==> src/rtl/sram_b_14abits_arb.sv <==
// Round-robin arbiter sharing one 1W/1R 16K x 8 SRAM bank among NREQ requesters.
// Separate write/read arbiters; same-address collisions alternate via rd_prio.
module sram_b_14abits_arb #(
   parameter int unsigned NREQ = 4,
   parameter int unsigned IDW  = 2
) (
   input  logic                 CLK,
   input  logic                 RSTN,
   input  logic [NREQ-1:0]      req_valid,
   output logic [NREQ-1:0]      req_ready,
   input  logic [NREQ-1:0]      req_write,
   input  logic [NREQ*14-1:0]   req_addr,
   input  logic [NREQ*8-1:0]    req_wdata,
   input  logic [NREQ*8-1:0]    req_wmask,
   output logic [NREQ-1:0]      rsp_valid,
   output logic [7:0]           rsp_rdata,
   output logic                 mem_CE0,
   output logic                 mem_WE0,
   output logic [13:0]          mem_A0,
   output logic [7:0]           mem_D0,
   output logic [7:0]           mem_WEM0,
   output logic                 mem_CE1,
   output logic [13:0]          mem_A1,
   input  logic [7:0]           mem_Q1
);

   logic [NREQ-1:0] wcand, rcand;
   logic [IDW-1:0]  wptr_q, wptr_d, rptr_q, rptr_d;
   logic [IDW-1:0]  wsel, rsel, rsp_id_q;
   logic            wfound, rfound, collide, w_issue, r_issue;
   logic            rd_prio_q, rd_prio_d, rsp_pend_q;
   logic [13:0]     waddr, raddr;

   assign wcand = req_valid & req_write;
   assign rcand = req_valid & ~req_write;

   always_ff @(posedge CLK or negedge RSTN) begin
      if (!RSTN) begin
         wptr_q     <= '0;
         rptr_q     <= '0;
         rd_prio_q  <= 1'b0;
         rsp_pend_q <= 1'b0;
         rsp_id_q   <= '0;
      end else begin
         wptr_q     <= wptr_d;
         rptr_q     <= rptr_d;
         rd_prio_q  <= rd_prio_d;
         rsp_pend_q <= r_issue;
         rsp_id_q   <= rsel;
      end
   end

   // First candidate at or after each pointer, wrapping modulo NREQ.
   always_comb begin
      logic [IDW:0] wsum, rsum;
      wsel   = '0;
      rsel   = '0;
      wfound = 1'b0;
      rfound = 1'b0;
      for (int k = 0; k < NREQ; k++) begin
         wsum = {1'b0, wptr_q} + (IDW+1)'(k);
         rsum = {1'b0, rptr_q} + (IDW+1)'(k);
         if (wsum >= (IDW+1)'(NREQ)) wsum = wsum - (IDW+1)'(NREQ);
         if (rsum >= (IDW+1)'(NREQ)) rsum = rsum - (IDW+1)'(NREQ);
         if (!wfound && wcand[wsum[IDW-1:0]]) begin
            wfound = 1'b1;
            wsel   = wsum[IDW-1:0];
         end
         if (!rfound && rcand[rsum[IDW-1:0]]) begin
            rfound = 1'b1;
            rsel   = rsum[IDW-1:0];
         end
      end
   end

   assign waddr   = req_addr[14*wsel +: 14];
   assign raddr   = req_addr[14*rsel +: 14];
   assign collide = wfound && rfound && (waddr == raddr);
   // On a collision rd_prio picks the side that issues; the other waits a cycle.
   assign w_issue = RSTN && wfound && !(collide && rd_prio_q);
   assign r_issue = RSTN && rfound && !(collide && !rd_prio_q);

   always_comb begin
      wptr_d    = wptr_q;
      rptr_d    = rptr_q;
      rd_prio_d = rd_prio_q;
      if (w_issue) wptr_d = (wsel == IDW'(NREQ-1)) ? '0 : wsel + 1'b1;
      if (r_issue) rptr_d = (rsel == IDW'(NREQ-1)) ? '0 : rsel + 1'b1;
      if (r_issue)                 rd_prio_d = 1'b0;
      else if (collide && w_issue) rd_prio_d = 1'b1;
   end

   always_comb begin
      req_ready = '0;
      if (w_issue) req_ready = req_ready | (NREQ'(1) << wsel);
      if (r_issue) req_ready = req_ready | (NREQ'(1) << rsel);
      mem_CE0  = w_issue;
      mem_WE0  = w_issue;
      mem_A0   = w_issue ? waddr : '0;
      mem_D0   = w_issue ? req_wdata[8*wsel +: 8] : '0;
      mem_WEM0 = w_issue ? req_wmask[8*wsel +: 8] : '0;
      mem_CE1  = r_issue;
      mem_A1   = r_issue ? raddr : '0;
      rsp_valid = rsp_pend_q ? (NREQ'(1) << rsp_id_q) : '0;
      rsp_rdata = rsp_pend_q ? mem_Q1 : '0;
   end

endmodule

==> config.mk <==
export PLATFORM = sky130hd
export DESIGN_NAME = sram_b_14abits_arb
export DESIGN_NICKNAME = d
export VERILOG_FILES = /design/src/rtl/sram_b_14abits_arb.sv
export SDC_FILE = /design/constraint.sdc
export NUM_CORES = 1
export LEC_CHECK = 0
export ABC_AREA = 1
export CORE_ASPECT_RATIO = 0.7
export CORE_UTILIZATION = 38
export DETAILED_ROUTE_END_ITERATION = 10
export HOLD_SLACK_MARGIN = 0.06
export PLACE_DENSITY = 0.82
export RECOVER_POWER = 25
export SLEW_MARGIN = 10
export SYNTH_ARGS = -nofsm -noshare
export SYNTH_HDL_FRONTEND = slang
export SYNTH_SLANG_ARGS = --single-unit
==> constraint.sdc <==
create_clock -name CLK -period 3.1 [get_ports CLK]
set_clock_uncertainty 0.05 [all_clocks]
set_input_delay 0.62 -clock CLK [delete_from_list [all_inputs] [get_ports CLK]]
set_output_delay 0.62 -clock CLK [all_outputs]
set_load 0.02 [all_outputs]
==> reports/qor_table.md <==
| Metric | This run | Unit |
|:---|:---|:---|
| Launch point of the worst reg-to-reg path | wptr_q[0]$_DFFE_PN0P_ | - |
| Hold Path Origin | rd_prio_q$_DFFE_PN0P_ | - |
| Layout cell share with drive strength beyond 1 | 0.364 | - |
| Std-Cell Core Area | 0.0104 | mm2 |
| H-tree depth reported by CTS | 1 | - |
| Status | complete, but fails checks | - |
| Fmax achieved | 236 | MHz |
| Xor/xnor share of the synthesized area | 0 | - |
| Final Max Slew Viols | 0 | - |
| Worst-case register-to-register setup slack | -0.33 | ns |
| Hold_buf cts | 0 | - |
| Synth Register Bits | 8 | - |
| Post-route cell area | 0.00861 | mm2 |
| Number of standard cells after synthesis | 843 | - |
| Synth Warn # | 0 | - |
| Number of distinct library cells after synthesis | 27 | - |
| Number of vias per cell after detailed routing | 5.85 | - |
| Number of failing setup endpoints in the final timing report | 57 | - |
| Final hold viol count | 0 | - |
| Layout overhead on the synthesized area | 111 | % |
| Post-placement cell area | 0.00721 | mm2 |
| Number of antenna cells inserted | 0 | - |
| Detailed-routing iteration count for the pre-antenna-repair pass | 6 | - |
| Maximum number of pins on one net before global-route repair | 35 | - |
| Area leader, netlist | sky130_fd_sc_hd__nand2_1 | - |
| Final worst-path cycle share | 1.36 | - |
| Antenna violations before repair | 0 | - |
| Post-DRT Antenna Nets | 0 | - |
| Worst endpoint required time | 2.43 | ns |
| Sequential cell area fraction in the yosys report | 0.0491 | - |
| Die boundary height | 88.6 | um |
| Worst skew pair latency | 0.23 | ns |
| RSZ-0062 raised after global routing | yes | - |
| Wire length of the first global-routing pass | 31400 | um |
| Compound-Gate Fraction of Synth Area | 0.0734 | - |
| Die boundary width | 126 | um |
| Share of the synthesized area in the top cell type | 0.366 | - |
| Leading cell types by total area after synthesis | sky130_fd_sc_hd__nand2_1, sky130_fd_sc_hd__nand3_1, sky130_fd_sc_hd__inv_1 | - |
| Deepest clock path buffer count | 2 | - |
| Finished Layout Cells | 1306 | - |
| Worst setup slack after layout | -1.13 | ns |
| Critical path capture point type | primary output | - |
| TritonCTS clock tree | yes | - |
| Number of global-route vias before repair | 6505 | - |
| Total vias in the final route | 7634 | - |
| Clock slew at reported path FFs | 0.04 | ns |
| Launching instance or port of the critical path | wptr_q[0]$_DFFE_PN0P_ | - |
| Critical Path AT | 3.56 | ns |
| Area share of fa/ha/maj cells after synthesis | 0.0246 | - |
| Critical path class | flop to primary output | - |
| Violations in the final reports | negative setup slack | - |
| Max-cap viol count | 0 | - |
| DP Wirelength | 13700 | um |
| Nets in the synthesized netlist | 989 | - |
| CP max FO | 16 | - |
| Portion of netlist area occupied by mux cells | 0.00246 | - |
| Global placer's final weighted congestion | 0.922 | - |
| Simple-gate area share of the yosys netlist | 0.688 | - |
| DR iter-0 viols | 952 | - |
| Per-instance average area after synthesis | 4.83 | um2 |
| Overall overflow remaining after global route | 0 | - |
| Overall routed net length | 23100 | um |
| Total track usage | 0.346 | - |
| Starting density of the core | 0.392 | - |
| Worst slew margin relative to its limit | 0.669 | - |
| Boundary Pins | 201 | - |
| Layout net count | 1322 | - |
| Total number of placement rows | 31 | - |
| Type of the tightest min-delay check | flop to flop | - |
| Total DRC errors in the routed layout | 0 | - |
| Area enclosed by the die boundary | 0.0111 | mm2 |
| Num CTS Buffers | 3 | - |
| Area of the mapped netlist | 0.00408 | mm2 |
| Type of origin of the critical path | flop | - |
| Number of placed cells counting well taps | 1232 | - |
| Clock tree sinks | 8 | - |
| IO buf count | 200 | - |
| Average routed wire per standard cell | 17.7 | um |
| Pin slew with the least headroom to its limit | 0.497 | ns |
| Final period demand of the worst path | 4.23 | ns |
| Combinational family with the most area after synthesis | simple AND/OR/NAND/NOR gates | - |
| Cell at the root of the clock tree | sky130_fd_sc_hd__clkbuf_16 | - |
## sequential cells by signal, indices dropped and copies added, names as in the netlist
| register | cells |
|---|---|
| rptr_q | 2 |
| rsp_pend_q | 1 |
| rsp_id_q | 2 |
| rd_prio_q | 1 |
| wptr_q | 2 |
## repair_timing
action                     CTS  global route
pin swaps                   18            50
setup endpoints to repair   57            57
resized for setup          372           129
setup buffers               47            22
gates cloned                 7             2
hold endpoints to repair     0             0
## logic make-up after synthesis
| family | count (synthesis) |
|---|---|
| buf+inv | 140 |
| flops | 8 |
| compound gates | 38 |
| fa+ha+maj | 8 |
| simple gates | 648 |
| mux | 1 |
## per-stage QoR
step	setup slack [ns]	hold slack, ns	util	TNS, ns
final	-1.13	0.643	0.828	-53.86
after floorplan	-0.202	0.274	-	-7.43
after CTS	-0.925	0.616	0.773	-40.27
after global placement	-1.56	0.588	0.694	-81.73
after global routing	-1.30	0.658	0.828	-63.44
after detailed placement	-1.65	0.579	0.694	-86.34
## synthesized netlist by cell type
library cell               number
sky130_fd_sc_hd__nand2_1      397
sky130_fd_sc_hd__a21boi_1       1
sky130_fd_sc_hd__a21oi_1       17
sky130_fd_sc_hd__nand4_1       47
sky130_fd_sc_hd__ha_1           8
sky130_fd_sc_hd__nor2_1        56
sky130_fd_sc_hd__buf_6          9
sky130_fd_sc_hd__buf_1          4
sky130_fd_sc_hd__nand2_2        9
sky130_fd_sc_hd__inv_2          5
sky130_fd_sc_hd__clkbuf_1      10
sky130_fd_sc_hd__buf_2         21
sky130_fd_sc_hd__nor2_2         3
sky130_fd_sc_hd__inv_4          3
sky130_fd_sc_hd__a21oi_4        2
sky130_fd_sc_hd__nand4_2        1
sky130_fd_sc_hd__o21ai_2        1
sky130_fd_sc_hd__nor3_1         4
sky130_fd_sc_hd__mux2i_1        1
sky130_fd_sc_hd__a32o_1        16
sky130_fd_sc_hd__nand3_1      122
sky130_fd_sc_hd__o21ai_0        1
sky130_fd_sc_hd__buf_4          9
sky130_fd_sc_hd__nand2_4        2
sky130_fd_sc_hd__nand3_2        7
sky130_fd_sc_hd__inv_1         79
sky130_fd_sc_hd__dfrtp_1        8
## metal layers
layer | vias up | GRT usage | routed length [um]
met5 | - | 0 | 0
met1 | 3445 | 0.438 | 8480
li1 | 3376 | - | -
met2 | 649 | 0.599 | 10700
met4 | 0 | 0.0942 | 1250
met3 | 164 | 0.0792 | 2680
## cell usage in the layout (no fill, tap or decap), drive strengths merged, types with 8 or more instances in the layout
cell and count:
nand2 408, buf 237, clkdlybuf4s50 140, nand3 129
inv 87, nor2 59, nand4 48, a21oi 19
a32o 16, ha 8, dfrtp 8
## critical path, cell delays in order (launching register included)
cell and delay [ns]:
sky130_fd_sc_hd__dfrtp_2 0.47, sky130_fd_sc_hd__inv_4 0.14, sky130_fd_sc_hd__nand2_1 0.09, sky130_fd_sc_hd__nand2_2 0.13, sky130_fd_sc_hd__inv_2 0.06, sky130_fd_sc_hd__o21ai_0 0.22, sky130_fd_sc_hd__nand2_1 0.11, sky130_fd_sc_hd__nand2_1 0.09
sky130_fd_sc_hd__nand2_1 0.11, sky130_fd_sc_hd__nand2_1 0.11, sky130_fd_sc_hd__nand2_2 0.13, sky130_fd_sc_hd__buf_12 0.18, sky130_fd_sc_hd__nand2_1 0.06, sky130_fd_sc_hd__nand2_1 0.10, sky130_fd_sc_hd__nand2_1 0.11, sky130_fd_sc_hd__nand2_1 0.11
sky130_fd_sc_hd__nor2_4 0.10, sky130_fd_sc_hd__nand2_1 0.07, sky130_fd_sc_hd__nor2_2 0.15, sky130_fd_sc_hd__nand3_2 0.12, sky130_fd_sc_hd__nand2_4 0.12, sky130_fd_sc_hd__buf_6 0.12, sky130_fd_sc_hd__buf_12 0.11, sky130_fd_sc_hd__buf_8 0.11
sky130_fd_sc_hd__nor2_2 0.05, sky130_fd_sc_hd__buf_6 0.13
## worst paths after layout
path	to	cells after the start
max	mem_D0[0]	25
min	rd_prio_q$_DFFE_PN0P_	2
max reg2reg	rptr_q[0]$_DFFE_PN0P_	26
min reg2reg	rd_prio_q$_DFFE_PN0P_	2
max in group asynchronous	rptr_q[0]$_DFFE_PN0P_	2
min in group asynchronous	rsp_pend_q$_DFF_PN0_	2
## layout make-up
| cell class | count | area, um2 |
|---|---|---|
| Multi-Input combinational cell | 695 | 3980 |
| Timing Repair Buffer | 381 | 3810 |
| Fill cell | 620 | 1790 |
| Inverter | 87 | 372 |
| Sequential cell | 8 | 203 |
| Tap cell | 132 | 165 |
| Clock buffer | 3 | 75.1 |
Power is left out: the tool's default activity adds up to more than one toggle a clock period on the data nets, which glitch-free logic cannot reach.
